--- src/rtl/serial_pkg.sv ---
// Shared serial-link definitions: receiver FSM states, line levels and a width helper.
// The line levels are also the frame-format contract for the transmitter.
package serial_pkg;

    typedef enum logic [2:0] {
        IDLE,
        START,
        DATA,
        STOP,
        BREAK
    } rx_state_e;

    localparam logic START_LVL = 1'b0;
    localparam logic STOP_LVL  = 1'b1;
    localparam logic IDLE_LVL  = 1'b1;

    // Counter width for values 0..n-1, never narrower than one bit.
    function automatic int width_of(input int n);
        return (n > 1) ? $clog2(n) : 1;
    endfunction

endpackage

--- src/rtl/sync_2ff.sv ---
// Two-flop synchronizer for a single asynchronous input bit.
// Both stages reset to RESET_VAL so the output is defined from the first cycle.
module sync_2ff #(
    parameter logic RESET_VAL = 1'b1
) (
    input  logic clk,
    input  logic arst,
    input  logic d_i,
    output logic q_o
);

    logic meta_q;
    logic sync_q;

    // NOTE: non-blocking assignments so the second stage takes the first stage's pre-edge value.
    always_ff @(posedge clk or posedge arst) begin
        if (arst) begin
            meta_q <= RESET_VAL;
            sync_q <= RESET_VAL;
        end else begin
            meta_q <= d_i;
            sync_q <= meta_q;
        end
    end

    assign q_o = sync_q;

endmodule

--- src/rtl/serial_rx.sv ---
// UART-style receiver: start bit, DATA_BITS data bits LSB first, one stop bit.
// Each bit is sampled at its centre, timed from the mid-point of the start bit.
module serial_rx
    import serial_pkg::*;
#(
    parameter int DATA_BITS    = 8,
    parameter int CLKS_PER_BIT = 16
) (
    input  logic                 clk,
    input  logic                 arst,
    input  logic                 rx,
    output logic [DATA_BITS-1:0] data,
    output logic                 valid,
    output logic                 frame_err,
    output logic                 busy
);

    localparam int CNT_W  = width_of(CLKS_PER_BIT);
    localparam int BITN_W = width_of(DATA_BITS);

    localparam logic [CNT_W-1:0]  HALF_LAST = CNT_W'(CLKS_PER_BIT / 2 - 1);
    localparam logic [CNT_W-1:0]  BIT_LAST  = CNT_W'(CLKS_PER_BIT - 1);
    localparam logic [BITN_W-1:0] BITN_LAST = BITN_W'(DATA_BITS - 1);

    logic rx_s;

    rx_state_e              state_q,     state_d;
    logic [CNT_W-1:0]       cnt_q,       cnt_d;
    logic [BITN_W-1:0]      bitn_q,      bitn_d;
    logic [DATA_BITS-1:0]   shift_q,     shift_d;
    logic [DATA_BITS-1:0]   data_q,      data_d;
    logic                   valid_q,     valid_d;
    logic                   frame_err_q, frame_err_d;

    sync_2ff #(
        .RESET_VAL (IDLE_LVL)
    ) u_sync (
        .clk  (clk),
        .arst (arst),
        .d_i  (rx),
        .q_o  (rx_s)
    );

    // NOTE: every signal gets its default before the case so no path leaves one unassigned (no latch).
    always_comb begin
        state_d     = state_q;
        cnt_d       = cnt_q;
        bitn_d      = bitn_q;
        shift_d     = shift_q;
        data_d      = data_q;
        valid_d     = 1'b0;
        frame_err_d = 1'b0;

        unique case (state_q)
            IDLE: begin
                if (rx_s == START_LVL) begin
                    state_d = START;
                    cnt_d   = '0;
                end
            end
            START: begin
                if (cnt_q == HALF_LAST) begin
                    cnt_d = '0;
                    if (rx_s == START_LVL) begin
                        state_d = DATA;
                        bitn_d  = '0;
                    end else begin
                        state_d = IDLE;
                    end
                end else begin
                    cnt_d = cnt_q + 1'b1;
                end
            end
            DATA: begin
                if (cnt_q == BIT_LAST) begin
                    cnt_d   = '0;
                    // LSB arrives first, so after DATA_BITS shifts it sits at bit 0.
                    shift_d = shift_q >> 1;
                    shift_d[DATA_BITS-1] = rx_s;
                    if (bitn_q == BITN_LAST) begin
                        state_d = STOP;
                    end else begin
                        bitn_d = bitn_q + 1'b1;
                    end
                end else begin
                    cnt_d = cnt_q + 1'b1;
                end
            end
            STOP: begin
                if (cnt_q == BIT_LAST) begin
                    cnt_d = '0;
                    if (rx_s == STOP_LVL) begin
                        data_d  = shift_q;
                        valid_d = 1'b1;
                        state_d = IDLE;
                    end else begin
                        frame_err_d = 1'b1;
                        state_d     = BREAK;
                    end
                end else begin
                    cnt_d = cnt_q + 1'b1;
                end
            end
            BREAK: begin
                // A line held low reports one error, then waits for it to go idle.
                if (rx_s == STOP_LVL) begin
                    state_d = IDLE;
                end
            end
            default: begin
                state_d = IDLE;
            end
        endcase
    end

    // NOTE: the shift register is reset too, so a frame cut short by reset leaves no stale bits behind.
    always_ff @(posedge clk or posedge arst) begin
        if (arst) begin
            state_q <= IDLE;
            cnt_q   <= '0;
            bitn_q  <= '0;
            shift_q <= '0;
        end else begin
            state_q <= state_d;
            cnt_q   <= cnt_d;
            bitn_q  <= bitn_d;
            shift_q <= shift_d;
        end
    end

    always_ff @(posedge clk or posedge arst) begin
        if (arst) begin
            data_q      <= '0;
            valid_q     <= 1'b0;
            frame_err_q <= 1'b0;
        end else begin
            data_q      <= data_d;
            valid_q     <= valid_d;
            frame_err_q <= frame_err_d;
        end
    end

    assign data      = data_q;
    assign valid     = valid_q;
    assign frame_err = frame_err_q;
    assign busy      = (state_q != IDLE);

endmodule

--- config.mk ---
export PLATFORM = sky130hd
export DESIGN_NAME = serial_rx
export DESIGN_NICKNAME = d
export VERILOG_FILES = /design/src/rtl/serial_pkg.sv /design/src/rtl/sync_2ff.sv /design/src/rtl/serial_rx.sv
export SDC_FILE = /design/constraint.sdc
export NUM_CORES = 1
export LEC_CHECK = 0
export ABC_AREA = 1
export CAP_MARGIN = 20
export CELL_PAD_IN_SITES_DETAIL_PLACEMENT = 1
export CELL_PAD_IN_SITES_GLOBAL_PLACEMENT = 1
export CORE_ASPECT_RATIO = 1.75
export CORE_MARGIN = 3
export CORE_UTILIZATION = 37
export CTS_BUF_LIST = sky130_fd_sc_hd__clkbuf_8
export CTS_CLUSTER_DIAMETER = 120
export DETAILED_ROUTE_END_ITERATION = 12
export PLACE_DENSITY_LB_ADDON = 0.1
export SYNTH_ARGS = -nofsm -noshare
export SYNTH_HDL_FRONTEND = slang
export SYNTH_SLANG_ARGS = --single-unit
--- constraint.sdc ---
create_clock -name clk -period 2.1 [get_ports clk]
set_input_delay 0.63 -clock clk [delete_from_list [all_inputs] [get_ports clk]]
set_output_delay 0.63 -clock clk [all_outputs]
set_load 0.02 [all_outputs]
==> flow_summary.ini <==
[yosys]
synth_cell_type_count = 23
async_reset_ff_share_pct = 100
synth_top_area_cell = dfrtp_1
synthCells = 154
synth_commonest_cells = 44 x nand2_1, 28 x dfrtp_1, 17 x inv_1
ys_seq_area_share_pct = 53.9
synth_top_area_share_pct = 50.2
ys.flop_type = dfrtp_1
synth.most_common_cell = nand2_1
synth-seq-cells = 30
syn-cell-area_um2 = 1400
synth_fp_nets = 160
synth_edf_count = 0
syn_avg_cell_area_um2 = 9.07
synthTopCellsByArea = dfrtp_1 50%, nand2_1 12%, inv_1 4.6%
yosysWarnings = 0

[routing]
drc = 0
routed_via_density = 4.77
num_vias = 1050
ant_nets = 0
wirelength_mm = 3.01
drt-pass1-iter-count = 4
wl_per_cell_um = 13.7
first_iter_violations = 10

[floorplan]
die_y_um = 87.3
initial_core_util_pct = 39.9
fp.coreArea_um2 = 3500
ios = 14
die_area_um2 = 4580
die_x_um = 52.4
row_count = 28

[worst_hold_path]
min_path_type = reg -> reg
hold_start = u_sync.meta_q$_DFF_PP1_

[setup_path]
cp.required_ns = 1.47
slowest_stage = dfrtp_1
r2r_setup_slack_ns = 0.49
rr_startpoint = cnt_q[0]$_DFFE_PP0P_
critPathMaxStageDelay_ns = 0.42
end_kind = output pin
crit_family = flip-flops
crit_buf_inv = 1
start_kind = flip-flop
path_max_fanout = 4
arrival_ns = 1.26
critPathLaunch = state_q[1]$_DFFE_PP0P_
critPathKind = reg -> out
crit_chain = nor2_1 > nand2_1 > dlygate4sd2_1

[timing]
slew-limit-headroom_pct = 71.3
fmax_ghz = 0.530
finalHoldViolCount = 0
finalMaxSlewViolations = 0
post-route-period-util_pct = 89.9
timing.final.crit_period_ns = 1.89
setup_viol = 0
finClkSkew_ns = 0.00211
hold_ws_ns = 0.359
tns_ns = 0
rsz0062_at_grt = no
worst_slew_pin_slew_ns = 0.430

[power]
switchingPower_mw = 0.579
p_per_area_nw_per_um2 = 982
p_int_mw = 1.07
vdd_ir_drop_max_v = 0.000560
switching_share_pct = 35.1
clkPwrFrac_pct = 28.6
power_mw = 1.65
p_leak_nw = 0.788
seqPwrFrac_pct = 42.5
comb_power_share_pct = 28.9

[clock_network]
clkTransAtPathRegs_ns = 0.06
cts_sinks = 30
cts_root_buffer = clkbuf_8
worst_skew_pair.late_latency_ns = 0.28
cts_setup_buffers = 0
cts_buffer_depth = 2
cts_buffers = 5
cts_tree = done
htreeDepth = 2
ctsHoldBuffers = 0

[grt]
grt.total_usage_pct = 15.5
antenna_found_initial = 0
grt_max_degree = 22
grt-ovfl-total = 0
grt_pass1_wl_mm = 5.14
grt_pass1_vias = 1154

[finish]
fin_area_um2 = 1680
diodes = 0
drive_gt1_share_pct = 18.3
nNetsFinal = 180
filler_cell_count = 424
syn_to_final_growth_pct = 20.2
ff_latch_area_um2 = 753
multi_input_area_um2 = 538

[placement]
io_buffers = 13
gp_congestion = 0.882
dp.final_hpwl_mm = 2.38
post_dp_cell_area_um2 = 1590

[status]
status = finished clean

[job]
max_cap_viol_count = 0
==> metal layers <==
layer	vias to the layer above	part of all wire [%]	track usage, %
met4	0	2.5	9.07
met3	7	2.4	3.60
met2	12	55	27.8
met1	508	40	15.5
li1	523	-	-
met5	-	0	0
==> path summary, 6_finish.rpt <==
check | to | cells past startpoint
max reg2reg | data[0]$_DFFE_PP0P_ | 7
min in group asynchronous | cnt_q[2]$_DFFE_PP0P_ | 2
min reg2reg | u_sync.q_o$_DFF_PP1_ | 0
max in group asynchronous | bitn_q[2]$_DFFE_PP0P_ | 3
max | busy | 3
min | u_sync.q_o$_DFF_PP1_ | 0
==> final cells by class <==
type	instances	share of cell area (%)
Tap cell	45	3.36
Inverter	22	4.92
Clock inverter	2	0.522
Multi-Input combinational cell	100	32.1
Sequential cell	30	44.9
Clock buffer	6	4.92
Timing Repair Buffer	15	9.32
==> repair_timing <==
action                                 CTS  global route
gates resized for setup                  1             0
endpoints found under the hold margin    0             0
setup endpoints to repair                1             0
==> power groups by stage <==
stage                     Clock [mW]  Sequential, mW  Combinational, mW
after floorplan                    0           0.708              0.344
after global placement             0           0.705              0.478
after detailed placement           0           0.712              0.494
after CTS                      0.490           0.702              0.490
after global routing           0.518           0.710              0.544
final                          0.472           0.700              0.477
==> layout by cell type, fill, tap and decap left out <==
| cell type | count |
|---|---|
| clkinv_2 | 1 |
| nand3_1 | 9 |
| o21ai_2 | 7 |
| clkbuf_8 | 6 |
| dfrtp_1 | 28 |
| nand3_4 | 1 |
| nor2_4 | 2 |
| ha_1 | 3 |
| buf_4 | 1 |
| xor2_1 | 1 |
| clkdlybuf4s50_1 | 12 |
| inv_2 | 4 |
| nand2_2 | 4 |
| dfstp_2 | 2 |
| a21oi_1 | 3 |
| o21ai_0 | 3 |
| dlygate4sd2_1 | 1 |
| or2_0 | 1 |
| nor2_2 | 1 |
| inv_1 | 18 |
| buf_12 | 1 |
| o21bai_1 | 2 |
| clkinv_1 | 1 |
| o21ai_1 | 11 |
| nor2_1 | 6 |
| nand3_2 | 1 |
| nor3_2 | 1 |
| nand2_1 | 44 |
==> sequential cells by signal, summed over array words and instances, names as in the netlist <==
name / flops
frame_err: 1
u_sync.meta_q: 1
cnt_q: 4
state_q: 3
data: 8
bitn_q: 3
shift_q: 8
u_sync.q_o: 1
valid: 1
==> per-stage QoR <==
| step | utilization (%) | std cells | setup slack, ns |
|---|---|---|---|
| 2_1_floorplan | - | 154 | 0.699 |
| 3_3_place_gp | 45.3 | 212 | 0.301 |
| 3_5_place_dp | 45.3 | 212 | 0.279 |
| 4_1_cts | 47.9 | 220 | 0.190 |
| 5_1_grt | 47.9 | 220 | 0.122 |
| 6_report | 47.9 | 220 | 0.213 |
==> cells by family after synthesis <==
kind of cell,after synthesis,share of synthesized area [%]
AOI/OAI and AO/OA,26,11.6
xor gates and xnor gates,1,0.627
adders and majority gates,3,2.69
buffers and inverters,24,7.53
DFF,30,53.9
and+or+nand+nor,70,23.7
==> worst register-to-register path: stages, from the launching register on <==
cell and delay [ns]:
dfrtp_1 0.40, ha_1 0.23, nand3_1 0.22, clkinv_1 0.20, nand3_4 0.26, inv_1 0.09
nand2_1 0.06, nand2_1 0.04
No activity file was read; power rests on OpenSTA's default activity.
